## src/rtl/ysyx_22040237_lsu_pkg.sv

```systemverilog
// Shared encodings for the load/store unit: access sizes and controller states.
package ysyx_22040237_lsu_pkg;

  localparam logic [1:0] LS_BYTE  = 2'b00;
  localparam logic [1:0] LS_HALF  = 2'b01;
  localparam logic [1:0] LS_WORD  = 2'b10;
  localparam logic [1:0] LS_DWORD = 2'b11;

  typedef enum logic [1:0] {
    IDLE = 2'b00,
    REQ  = 2'b01,
    RSP  = 2'b10,
    DONE = 2'b11
  } lsu_state_e;

endpackage

```

## src/rtl/ysyx_22040237_lsu_align.sv

```systemverilog
// Byte-lane steering for the LSU: misalignment check, store mask/data shift,
// and load data right-shift with sign/zero extension.
module ysyx_22040237_lsu_align
  import ysyx_22040237_lsu_pkg::*;
#(
  parameter int XLEN   = 64,
  parameter int STRB_W = 8
) (
  input  logic [1:0]        size_i,
  input  logic              usign_i,
  input  logic [2:0]        off_i,
  input  logic [XLEN-1:0]   wdata_i,
  input  logic [XLEN-1:0]   rdata_i,
  output logic              misalign_o,
  output logic [STRB_W-1:0] wmask_o,
  output logic [XLEN-1:0]   wdata_o,
  output logic [XLEN-1:0]   rdata_o
);

  localparam logic [STRB_W-1:0] MASK_B = STRB_W'(1);
  localparam logic [STRB_W-1:0] MASK_H = STRB_W'(3);
  localparam logic [STRB_W-1:0] MASK_W = STRB_W'(15);
  localparam logic [STRB_W-1:0] MASK_D = {STRB_W{1'b1}};

  logic [5:0]      shamt_s;
  logic [XLEN-1:0] rsh_s;

  assign shamt_s = {off_i, 3'b000};
  assign rsh_s   = rdata_i >> shamt_s;
  assign wdata_o = wdata_i << shamt_s;

  // Per-size alignment check, lane mask and load extension.
  always_comb begin
    misalign_o = 1'b0;
    wmask_o    = MASK_D;
    rdata_o    = rsh_s;
    case (size_i)
      LS_BYTE: begin
        misalign_o = 1'b0;
        wmask_o    = MASK_B << off_i;
        rdata_o    = {{(XLEN-8){rsh_s[7] & ~usign_i}}, rsh_s[7:0]};
      end
      LS_HALF: begin
        misalign_o = off_i[0];
        wmask_o    = MASK_H << off_i;
        rdata_o    = {{(XLEN-16){rsh_s[15] & ~usign_i}}, rsh_s[15:0]};
      end
      LS_WORD: begin
        misalign_o = (off_i[1:0] != 2'b00);
        wmask_o    = MASK_W << off_i;
        rdata_o    = {{(XLEN-32){rsh_s[31] & ~usign_i}}, rsh_s[31:0]};
      end
      default: begin
        misalign_o = (off_i != 3'b000);
        wmask_o    = MASK_D;
        rdata_o    = rsh_s;
      end
    endcase
  end

endmodule

```

## src/rtl/ysyx_22040237_lsu_ctrl.sv

```systemverilog
// Multi-cycle load/store controller: captures one access from execute, runs a
// request/response exchange on the data bus and reports a one-cycle done.
module ysyx_22040237_lsu_ctrl
  import ysyx_22040237_lsu_pkg::*;
#(
  parameter int XLEN   = 64,
  parameter int STRB_W = 8
) (
  input  logic              clk,
  input  logic              rst,
  input  logic              lsu_valid_i,
  output logic              lsu_ready_o,
  input  logic              lsu_load_i,
  input  logic              lsu_store_i,
  input  logic              lsu_usign_i,
  input  logic [1:0]        lsu_size_i,
  input  logic [XLEN-1:0]   lsu_addr_i,
  input  logic [XLEN-1:0]   lsu_wdata_i,
  input  logic [4:0]        lsu_rd_idx_i,
  output logic              lsu_done_o,
  output logic [XLEN-1:0]   lsu_rdata_o,
  output logic [4:0]        lsu_rd_idx_o,
  output logic              lsu_rd_wen_o,
  output logic              lsu_misalign_o,
  output logic              lsu_err_o,
  output logic              mem_req_valid_o,
  input  logic              mem_req_ready_i,
  output logic [XLEN-1:0]   mem_req_addr_o,
  output logic              mem_req_wen_o,
  output logic [XLEN-1:0]   mem_req_wdata_o,
  output logic [STRB_W-1:0] mem_req_wmask_o,
  input  logic              mem_rsp_valid_i,
  input  logic [XLEN-1:0]   mem_rsp_rdata_i,
  input  logic              mem_rsp_err_i
);

  lsu_state_e        state_q, state_d;
  logic              ready_q, ready_d;
  logic              req_valid_q, req_valid_d;
  logic              req_wen_q, req_wen_d;
  logic [XLEN-1:0]   req_addr_q, req_addr_d;
  logic [XLEN-1:0]   req_wdata_q, req_wdata_d;
  logic [STRB_W-1:0] req_wmask_q, req_wmask_d;
  logic              done_q, done_d;
  logic [XLEN-1:0]   rdata_q, rdata_d;
  logic [4:0]        rd_out_q, rd_out_d;
  logic              rd_wen_q, rd_wen_d;
  logic              misalign_q, misalign_d;
  logic              err_q, err_d;
  logic              is_load_q, is_load_d;
  logic              usign_q, usign_d;
  logic [1:0]        size_q, size_d;
  logic [2:0]        off_q, off_d;
  logic [4:0]        rd_q, rd_d;

  logic              al_usign_s;
  logic [1:0]        al_size_s;
  logic [2:0]        al_off_s;
  logic              al_misalign_s;
  logic [STRB_W-1:0] al_wmask_s;
  logic [XLEN-1:0]   al_wdata_s;
  logic [XLEN-1:0]   al_rdata_s;

  // In IDLE the aligner looks at the live request; afterwards at the captured one.
  always_comb begin
    if (state_q == IDLE) begin
      al_size_s  = lsu_size_i;
      al_usign_s = lsu_usign_i;
      al_off_s   = lsu_addr_i[2:0];
    end else begin
      al_size_s  = size_q;
      al_usign_s = usign_q;
      al_off_s   = off_q;
    end
  end

  ysyx_22040237_lsu_align #(
    .XLEN   (XLEN),
    .STRB_W (STRB_W)
  ) u_align (
    .size_i     (al_size_s),
    .usign_i    (al_usign_s),
    .off_i      (al_off_s),
    .wdata_i    (lsu_wdata_i),
    .rdata_i    (mem_rsp_rdata_i),
    .misalign_o (al_misalign_s),
    .wmask_o    (al_wmask_s),
    .wdata_o    (al_wdata_s),
    .rdata_o    (al_rdata_s)
  );

  // Next-state and next-output computation for the controller FSM.
  always_comb begin
    state_d     = state_q;
    ready_d     = ready_q;
    req_valid_d = req_valid_q;
    req_wen_d   = req_wen_q;
    req_addr_d  = req_addr_q;
    req_wdata_d = req_wdata_q;
    req_wmask_d = req_wmask_q;
    done_d      = 1'b0;
    rdata_d     = rdata_q;
    rd_out_d    = rd_out_q;
    rd_wen_d    = rd_wen_q;
    misalign_d  = misalign_q;
    err_d       = err_q;
    is_load_d   = is_load_q;
    usign_d     = usign_q;
    size_d      = size_q;
    off_d       = off_q;
    rd_d        = rd_q;
    case (state_q)
      IDLE: begin
        if (lsu_valid_i) begin
          is_load_d = lsu_load_i & ~lsu_store_i;
          usign_d   = lsu_usign_i;
          size_d    = lsu_size_i;
          off_d     = lsu_addr_i[2:0];
          rd_d      = lsu_rd_idx_i;
          ready_d   = 1'b0;
          if ((lsu_load_i | lsu_store_i) && !al_misalign_s) begin
            state_d     = REQ;
            req_valid_d = 1'b1;
            req_wen_d   = lsu_store_i;
            req_addr_d  = {lsu_addr_i[XLEN-1:3], 3'b000};
            req_wdata_d = lsu_store_i ? al_wdata_s : {XLEN{1'b0}};
            req_wmask_d = lsu_store_i ? al_wmask_s : {STRB_W{1'b0}};
          end else begin
            // No-op or misaligned access completes without touching the bus.
            state_d    = DONE;
            done_d     = 1'b1;
            rdata_d    = {XLEN{1'b0}};
            rd_out_d   = lsu_rd_idx_i;
            rd_wen_d   = 1'b0;
            misalign_d = lsu_load_i | lsu_store_i;
            err_d      = 1'b0;
          end
        end else begin
          state_d = IDLE;
        end
      end
      REQ: begin
        if (mem_req_ready_i) begin
          state_d     = RSP;
          req_valid_d = 1'b0;
        end else begin
          state_d = REQ;
        end
      end
      RSP: begin
        if (mem_rsp_valid_i) begin
          state_d    = DONE;
          done_d     = 1'b1;
          rdata_d    = is_load_q ? al_rdata_s : {XLEN{1'b0}};
          rd_out_d   = rd_q;
          rd_wen_d   = is_load_q & ~mem_rsp_err_i & (rd_q != 5'd0);
          misalign_d = 1'b0;
          err_d      = mem_rsp_err_i;
        end else begin
          state_d = RSP;
        end
      end
      default: begin
        state_d = IDLE;
        ready_d = 1'b1;
      end
    endcase
  end

  // State and registered outputs, with synchronous reset.
  always_ff @(posedge clk) begin
    if (rst) begin
      state_q     <= IDLE;
      ready_q     <= 1'b1;
      req_valid_q <= 1'b0;
      req_wen_q   <= 1'b0;
      req_addr_q  <= {XLEN{1'b0}};
      req_wdata_q <= {XLEN{1'b0}};
      req_wmask_q <= {STRB_W{1'b0}};
      done_q      <= 1'b0;
      rdata_q     <= {XLEN{1'b0}};
      rd_out_q    <= 5'd0;
      rd_wen_q    <= 1'b0;
      misalign_q  <= 1'b0;
      err_q       <= 1'b0;
      is_load_q   <= 1'b0;
      usign_q     <= 1'b0;
      size_q      <= 2'b00;
      off_q       <= 3'b000;
      rd_q        <= 5'd0;
    end else begin
      state_q     <= state_d;
      ready_q     <= ready_d;
      req_valid_q <= req_valid_d;
      req_wen_q   <= req_wen_d;
      req_addr_q  <= req_addr_d;
      req_wdata_q <= req_wdata_d;
      req_wmask_q <= req_wmask_d;
      done_q      <= done_d;
      rdata_q     <= rdata_d;
      rd_out_q    <= rd_out_d;
      rd_wen_q    <= rd_wen_d;
      misalign_q  <= misalign_d;
      err_q       <= err_d;
      is_load_q   <= is_load_d;
      usign_q     <= usign_d;
      size_q      <= size_d;
      off_q       <= off_d;
      rd_q        <= rd_d;
    end
  end

  assign lsu_ready_o     = ready_q;
  assign lsu_done_o      = done_q;
  assign lsu_rdata_o     = rdata_q;
  assign lsu_rd_idx_o    = rd_out_q;
  assign lsu_rd_wen_o    = rd_wen_q;
  assign lsu_misalign_o  = misalign_q;
  assign lsu_err_o       = err_q;
  assign mem_req_valid_o = req_valid_q;
  assign mem_req_addr_o  = req_addr_q;
  assign mem_req_wen_o   = req_wen_q;
  assign mem_req_wdata_o = req_wdata_q;
  assign mem_req_wmask_o = req_wmask_q;

endmodule

```

## config.mk

```make
export PLATFORM = sky130hd
export DESIGN_NAME = ysyx_22040237_lsu_ctrl
export DESIGN_NICKNAME = d
export VERILOG_FILES = /design/src/rtl/ysyx_22040237_lsu_pkg.sv /design/src/rtl/ysyx_22040237_lsu_align.sv /design/src/rtl/ysyx_22040237_lsu_ctrl.sv
export SDC_FILE = /design/constraint.sdc
export NUM_CORES = 1
export LEC_CHECK = 0
export CORE_ASPECT_RATIO = 1.1
export CORE_MARGIN = 2
export CORE_UTILIZATION = 36
export CTS_CLUSTER_SIZE = 14
export DETAILED_ROUTE_END_ITERATION = 10
export MAX_ROUTING_LAYER = met4
export PLACE_DENSITY = 0.67
export SYNTH_ARGS = -nofsm -noshare
export SYNTH_HDL_FRONTEND = slang
export SYNTH_SLANG_ARGS = --single-unit
```

## constraint.sdc

```tcl
create_clock -name clk -period 7.45 [get_ports clk]
set_input_delay 1.8625 -clock clk [delete_from_list [all_inputs] [get_ports clk]]
set_output_delay 1.8625 -clock clk [all_outputs]
set_load 0.01 [all_outputs]
```

==> flow_summary.toml, run 1 <==
[route]
wire_per_inst_um = 22.6
drt_iter0_markers = 1203
vias = 12307
ant_nets = 0
finalWirelength_mm = 49.4
viasPerCell = 5.61
drtPass1Iterations = 6
drc = 0

[setup_path]
worstSetupPathType = "in2reg"
crit_path_start_kind = "input pin"
crit_arrival_ns = 5.56
path_buf_inv = 1
critPathMaxStageDelay_ns = 0.72
cp_slowest_cell = "a32oi_1"
worstPathRequired_ns = 7.83
path_max_fanout = 15
cp-end-kind = "flop"
cpLargestDelayFamily = "compound AO/OA/AOI/OAI gates"
path_cells = "clkdlybuf4s50_1 > mux2_2 > ha_1 > or2_2 > a21oi_1 > o21ai_1 > o2111a_1 > a32oi_1 > o211ai_1"

[timing]
rsz0062_at_grt = "no"
finalSetupTns_ns = 0
setup_viol = 0
skew_ns = 0.0209
fmax_ghz = 0.193
finalHoldViolCount = 0
tightest_slew_ns = 0.966
post-route-period-util_pct = 69.5
relSlewSlack_pct = 35.6
setup_slack_ns = 2.27
report.final.slew_viol_count = 0
fin_crit_ns = 5.18

[floorplanning]
rows = 67
start_util_pct = 36.7
dieArea_um2 = 32700
pin_count = 420
fp.dieW_um = 172
core_um2 = 30600
die_h_um = 189

[grt]
grt.total_usage_pct = 30.1
grt_pass1_wl_mm = 73.3
grt-ovfl-total = 0
grt_max_degree = 135
antenna_found_initial = 13
grt_pass1_vias = 12058

[clock_tree]
clock_path_buffers = 3
cts_resized = 0
htreeDepth = 1
postCtsSetupRepairBufs = 0
numCtsBuffers = 25
cts_tree = "built"
cts_hold_buf = 0
clk_latency_ns = 0.54
root_buffer = "clkbuf_16"
clk_pin_slew_worst_paths_ns = 0.06
cts.sinks = 223

[synthesis]
synth_top_area_cell = "dfxtp_1"
async_flop_share_pct = 0
ys_dominant_reg_cell = "dfxtp_1"
synthDistinctLibCells = 54
synth.area.top_cells = "dfxtp_1 (40%), nand2_1 (12%), mux2i_1 (9.2%), a21oi_1 (6.2%), clkbuf_1 (3.1%)"
ys_seq_area_share_pct = 39.7
syn_area_um2 = 11200
synth-seq-cells = 223
synth_top_cell_area_share_pct = 39.7
synth_edf_count = 0
syn_area_per_cell_um2 = 7.99
yosys_warnings = 0
synthCells = 1407

[power]
leakagePower_nw = 6.23
ir_drop_mv = 0.182
pwr_density_cell_nw_per_um2 = 257

[layout]
drive_gt1_share_pct = 5.67
nets = 1963
final_common_cell = "clkdlybuf4s50_1"
area_growth_pct = 47.3
final_cell_mix = "clkdlybuf4s50_1 (415), nand2_1 (360), dfxtp_1 (223), a21oi_1 (138), mux2i_1 (100)"

[placement]
dp_slack_ns = 1.83
place.gp.congestion = 0.944
portBuffers = 416
hpwl_mm = 35.6

[hold_path]
hold_class = "reg2reg"

[flow_run]
max_cap_viol_count = 0

[outcome]
outcome = "complete, no violations"
## through the flow
stage               utilization [%]  cells  cell area (um2)  hold WS (ns)  power, mW
finish                         54.1   2192            16600         0.453       4.25
global route                   54.1   2192            16600         0.466       4.43
CTS                            54.0   2179            16500         0.455       4.25
global placement               51.1   2134            15600         0.438       2.89
detailed placement             51.1   2134            15600         0.445       2.90
floorplan                         -   1409            11200         0.432       2.28
## final timing paths
check,from,end,slack [ns],cells after the start
setup reg to reg,state_q[0],lsu_rdata_o[63],2.72,10
hold / removal,mem_req_addr_o[40],mem_req_addr_o[40],0.45,2
setup / recovery,lsu_size_i[1],lsu_rdata_o[63],2.27,9
hold reg to reg,mem_req_addr_o[40],mem_req_addr_o[40],0.45,2
## cell usage after synthesis (2+ instances only)
library cell,number
a22oi_1,41
nand4_1,5
nand3_1,50
nor3_1,12
o2bb2ai_1,9
dfxtp_1,223
a22o_1,16
a221o_1,17
or3_1,2
and3_1,13
buf_4,3
o2111ai_1,15
and2_1,2
mux2_2,14
buf_2,9
o211ai_1,31
a31oi_1,16
ha_1,8
buf_1,17
inv_1,8
nand2b_1,2
o22ai_1,17
buf_6,3
o211a_1,3
mux2_4,3
mux4_2,8
a2bb2oi_1,12
a21o_1,6
a211oi_1,9
nor2_1,86
or4_1,2
clkbuf_1,92
a32oi_1,7
mux2i_1,103
o21ai_0,22
a221oi_1,5
a21oi_1,139
nand2_1,360
or2_2,2
## layer usage
layer	up-vias	global-route usage, %	routed length (um)
li1	5714	-	-
met1	5807	36.4	20100
met2	672	47.5	22800
met3	114	6.67	4340
met4	0	14.1	2200
met5	-	-	0
## power by group
| part | internal, mW | total [mW] | switching (mW) |
|---|---|---|---|
| Combinational | 0.621 | 1.57 | 0.951 |
| Clock | 0.811 | 1.34 | 0.532 |
| Sequential | 1.28 | 1.33 | 0.0523 |
| Total | 2.71 | 4.25 | 1.54 |
## cell type report
class	count	area [um2]
multi-input combinational	1054	6310
inverter	8	30.0
clock buffer	31	668
fill	2878	14000
clock inverter	14	210
tap	414	518
timing repair buffer	435	4320
sequential	223	4460
antenna	13	32.5
## flip-flops by register name, indices dropped and copies added, names as in the netlist
register and flops:
lsu_rd_idx_o 5, lsu_err_o 1, usign_q 1, lsu_ready_o 1
lsu_done_o 1, mem_req_wmask_o 8, mem_req_wdata_o 64, lsu_misalign_o 1
state_q 2, rd_q 5, lsu_rdata_o 64, is_load_q 1
mem_req_addr_o 61, mem_req_valid_o 1, off_q 3, size_q 2
lsu_rd_wen_o 1, mem_req_wen_o 1
## cell families after synthesis
family                   share of synthesized area (%)
flip-flops                                        39.7
adder cells (fa/ha/maj)                          0.891
buffers and inverters                             4.81
AND/OR/NAND/NOR                                   19.5
other                                           0.0334
multiplexers                                      12.6
AO/OA/AOI/OAI                                     22.5
## tightest hold or removal path, stage by stage, from the launching register on
cell,delay [ns]
dfxtp_1,0.31
nand2_1,0.05
a21oi_1,0.05
Power figures use the tool's default switching activity.
==> inputs of run 2 (changes only) <==
clock period = 5.3 ns   (was 7.45 ns; I/O delays follow)
==> flow_summary.toml, run 2 (synthesized netlist as in run 1, its figures left out) <==
[setup_path]
reg2reg_slack_ns = 1.03
worstSetupPathType = "reg2reg"
path_max_fanout = 18
cp_slowest_cell = "ha_1"
rr_startpoint = "state_q[0]"
ff2ff_path_depth = 12
crit_arrival_ns = 4.73
rr_endpoint = "lsu_rdata_o[28]"
crit_path_start_kind = "flop"
cp-end-kind = "flop"
critPathMaxStageDelay_ns = 0.78
path_cells = "inv_1 > ha_1 > mux2_2 > inv_1 > ha_1 > or2_2 > a21oi_1 > o21ai_1 > buf_4 > o2111a_1 > nand3_1 > o211ai_1"
worstPathRequired_ns = 5.76

[flow_run]
max_cap_viol_count = 0

[grt]
grt-ovfl-total = 0
grt_pass1_wl_mm = 72.0
grt.total_usage_pct = 29.6
grt_max_degree = 135
antenna_found_initial = 9
grt_pass1_vias = 12193

[floorplanning]
fp.dieW_um = 172
pin_count = 420
start_util_pct = 36.7
rows = 67
dieArea_um2 = 32700
core_um2 = 30600
die_h_um = 189

[route]
wire_per_inst_um = 22.3
vias = 12416
viasPerCell = 5.64
drt_iter0_markers = 1118
drtPass1Iterations = 5
finalWirelength_mm = 49.1
ant_nets = 0
drc = 0

[clock_tree]
numCtsBuffers = 25
root_buffer = "clkbuf_16"
postCtsSetupRepairBufs = 0
clk_pin_slew_worst_paths_ns = 0.06
clock_path_buffers = 3
htreeDepth = 1
cts_hold_buf = 0
cts_tree = "built"
cts_resized = 0
cts.sinks = 223
clk_latency_ns = 0.55

[timing]
report.final.slew_viol_count = 0
rsz0062_at_grt = "no"
relSlewSlack_pct = 37.1
setup_slack_ns = 1.03
tightest_slew_ns = 0.943
finalHoldViolCount = 0
skew_ns = 0.0166
fin_crit_ns = 4.27
post-route-period-util_pct = 80.6
setup_viol = 0
fmax_ghz = 0.234
finalSetupTns_ns = 0

[layout]
area_growth_pct = 47.9
drive_gt1_share_pct = 6.18
postLayoutCoreUtil_pct = 54.3
final_common_cell = "clkdlybuf4s50_1"
final_cell_mix = "clkdlybuf4s50_1 (415), nand2_1 (360), dfxtp_1 (223), a21oi_1 (138), mux2i_1 (100)"
nets = 1976
fill_cells = 2838

[placement]
hpwl_mm = 35.6
place.gp.congestion = 1.03
dp_slack_ns = 0.605
portBuffers = 416

[power]
pwr_density_cell_nw_per_um2 = 356
ir_drop_mv = 0.268
leakagePower_nw = 6.28
power_mw = 5.92

[hold_path]
holdPathStages = 2
hold_path_startpoint = "mem_req_addr_o[42]"
hold_end = "mem_req_addr_o[42]"
hold_class = "reg2reg"

[outcome]
outcome = "complete, no violations"
-- run 2: how the worst max path moves through the flow --
stage	startpoint	cells after the start	slack, ns	endpoint
finish	state_q[0]	12	1.03	lsu_rdata_o[28]
global placement	lsu_size_i[0]	11	0.73	lsu_rdata_o[31]
CTS	state_q[0]	11	1.05	lsu_rdata_o[56]
global route	state_q[0]	12	0.73	lsu_rdata_o[31]
floorplan	lsu_size_i[1]	12	1.63	mem_req_wdata_o[0]
detailed placement	lsu_size_i[1]	10	0.60	lsu_rdata_o[56]
-- run 2: per-stage QoR --
stage / hold WS, ns / instance area (um2) / instances
floorplan: 0.432 / 11200 / 1409
global placement: 0.437 / 15700 / 2147
detailed placement: 0.446 / 15700 / 2147
CTS: 0.454 / 16600 / 2193
global route: 0.469 / 16600 / 2202
finish: 0.452 / 16600 / 2202
-- run 2: cell type report --
class,instances,area (um2),share of cell area [%]
clock buffer,42,779,4.69
antenna,9,22.5,0.136
inverter,8,30.0,0.181
sequential,223,4460,26.9
tap,414,518,3.12
timing repair buffer,448,4410,26.6
multi-input combinational,1054,6310,38.0
clock inverter,4,76.3,0.459
-- run 2: power by group --
group          leakage (nW)  internal (mW)  total, mW  switching (mW)
clock                 0.415           1.09       1.82           0.724
sequential             1.81           1.80       1.87          0.0705
combinational          4.06          0.894       2.23            1.34
total                  6.28           3.79       5.92            2.13
-- run 2: critical path: cells and delay by family (launching register included) --
kind,cells,cell delay (ns)
AOI/OAI and AO/OA,4,1.05
adders and majority gates,2,1.12
buffers and inverters,3,0.32
DFF,1,0.33
muxes,1,0.45
and+or+nand+nor,2,0.91
-- run 2: per-layer routing --
metal	global-route usage [%]	vias up	part of all wire, %
met5	-	-	0
met4	14.9	0	5.1
met3	6.77	137	10
met2	46.5	726	46
met1	35.3	5815	39
li1	-	5738	-
==> inputs of run 3 (changes only) <==
clock period = 4.3 ns   (was 5.3 ns; I/O delays follow)
==> flow_summary.toml, run 3 (synthesized netlist as in run 1, its figures left out) <==
[outcome]
outcome = "complete, no violations"

[route]
wire_per_inst_um = 21.8
vias = 12413
finalWirelength_mm = 48.0
drt_iter0_markers = 1557
ant_nets = 0
drtPass1Iterations = 6
drc = 0
viasPerCell = 5.63

[layout]
fill_cells = 2859
drive_gt1_share_pct = 6.73
final_cell_mix = "clkdlybuf4s50_1 (415), nand2_1 (360), dfxtp_1 (223), a21oi_1 (138), mux2i_1 (100)"
stdcell_count = 2203
postLayoutCoreUtil_pct = 54.5
nets = 1981
area_growth_pct = 48.5
final_common_cell = "clkdlybuf4s50_1"
final_area_um2 = 16700

[timing]
holdWs_ns = 0.451
setup_viol = 0
relSlewSlack_pct = 28.3
report.final.slew_viol_count = 0
fmax_ghz = 0.275
skew_ns = 0.0242
post-route-period-util_pct = 84.5
setup_slack_ns = 0.666
rsz0062_at_grt = "no"
finalHoldViolCount = 0
tightest_slew_ns = 1.05
fin_crit_ns = 3.63
finalSetupTns_ns = 0

[placement]
place_inst = 2151
hpwl_mm = 34.5
detailed_place.area_um2 = 15800
portBuffers = 416
place.gp.congestion = 1.04
dp_slack_ns = 0.245

[clock_tree]
clk_pin_slew_worst_paths_ns = 0.06
numCtsBuffers = 26
clock_path_buffers = 3
clk_latency_ns = 0.55
cts_hold_buf = 0
postCtsSetupRepairBufs = 0
root_buffer = "clkbuf_16"
htreeDepth = 1
cts.sinks = 223
cts_tree = "built"
cts_resized = 0

[setup_path]
path_cells = "inv_1 > ha_1 > mux2_2 > ha_1 > or2_2 > a21oi_1 > o21ai_1 > o2111a_1 > nand3_1 > o211ai_1"
critPathMaxStageDelay_ns = 0.65
worstPathRequired_ns = 4.69
cpLargestDelayFamily = "compound AO/OA/AOI/OAI gates"
worstSetupPathType = "reg2reg"
path_buf_inv = 1
cp-end-kind = "flop"
crit_arrival_ns = 4.03
cp_slowest_cell = "ha_1"
crit_path_start_kind = "flop"
worst_path_most_repeated_cell = "ha_1"
path_max_fanout = 12

[grt]
grt.total_usage_pct = 29.0
grt_pass1_wl_mm = 71.3
grt_max_degree = 166
grt-ovfl-total = 0
antenna_found_initial = 5
grt_pass1_vias = 12149

[floorplanning]
die_h_um = 189
fp.dieW_um = 172
core_um2 = 30600
dieArea_um2 = 32700
pin_count = 420
rows = 67
start_util_pct = 36.7

[hold_path]
hold_class = "reg2reg"

[flow_run]
max_cap_viol_count = 0

[power]
pwr_density_cell_nw_per_um2 = 439
leakagePower_nw = 6.34
power_mw = 7.32
ir_drop_mv = 0.319
[run 3: path summary, 6_finish.rpt]
check	startpoint	end	slack (ns)	cells after the start
worst max-delay path	state_q[1]	lsu_rdata_o[23]	0.67	10
worst min-delay path	mem_req_addr_o[28]	mem_req_addr_o[28]	0.45	2
worst max register to register	state_q[1]	lsu_rdata_o[23]	0.67	10
worst min register to register	mem_req_addr_o[28]	mem_req_addr_o[28]	0.45	2
[run 3: cell type report]
| cell class | count | area [um2] | area share (%) |
|---|---|---|---|
| multi-input cells | 1054 | 6310 | 37.8 |
| repair buffers | 452 | 4480 | 26.9 |
| flip-flops and latches | 223 | 4460 | 26.7 |
| clock buffers | 35 | 744 | 4.46 |
| well taps | 414 | 518 | 3.10 |
| clock inverters | 12 | 125 | 0.750 |
| inverters | 8 | 30.0 | 0.180 |
| diodes | 5 | 12.5 | 0.0750 |
[run 3: metal layers]
metal | up-vias | part of all wire, % | global-route usage [%]
li1 | 5750 | - | -
met1 | 5819 | 39 | 35.0
met2 | 704 | 46 | 45.7
met3 | 140 | 9.4 | 6.73
met4 | 0 | 5.1 | 13.9
met5 | - | 0 | -
[run 3: worst reg2reg max path, cell delays in order, from the launching register on]
cell and delay (ns):
dfxtp_1 0.32, inv_1 0.09, ha_1 0.65, mux2_2 0.45, ha_1 0.21, or2_2 0.31, a21oi_1 0.28, o21ai_1 0.14
o2111a_1 0.41, nand3_1 0.49, o211ai_1 0.16
[run 3: report_power, final]
part           internal (mW)  leakage [nW]  switching, mW
clock                   1.33         0.438          0.916
combinational           1.12          4.09           1.64
sequential              2.22          1.81         0.0863
total                   4.68          6.34           2.65
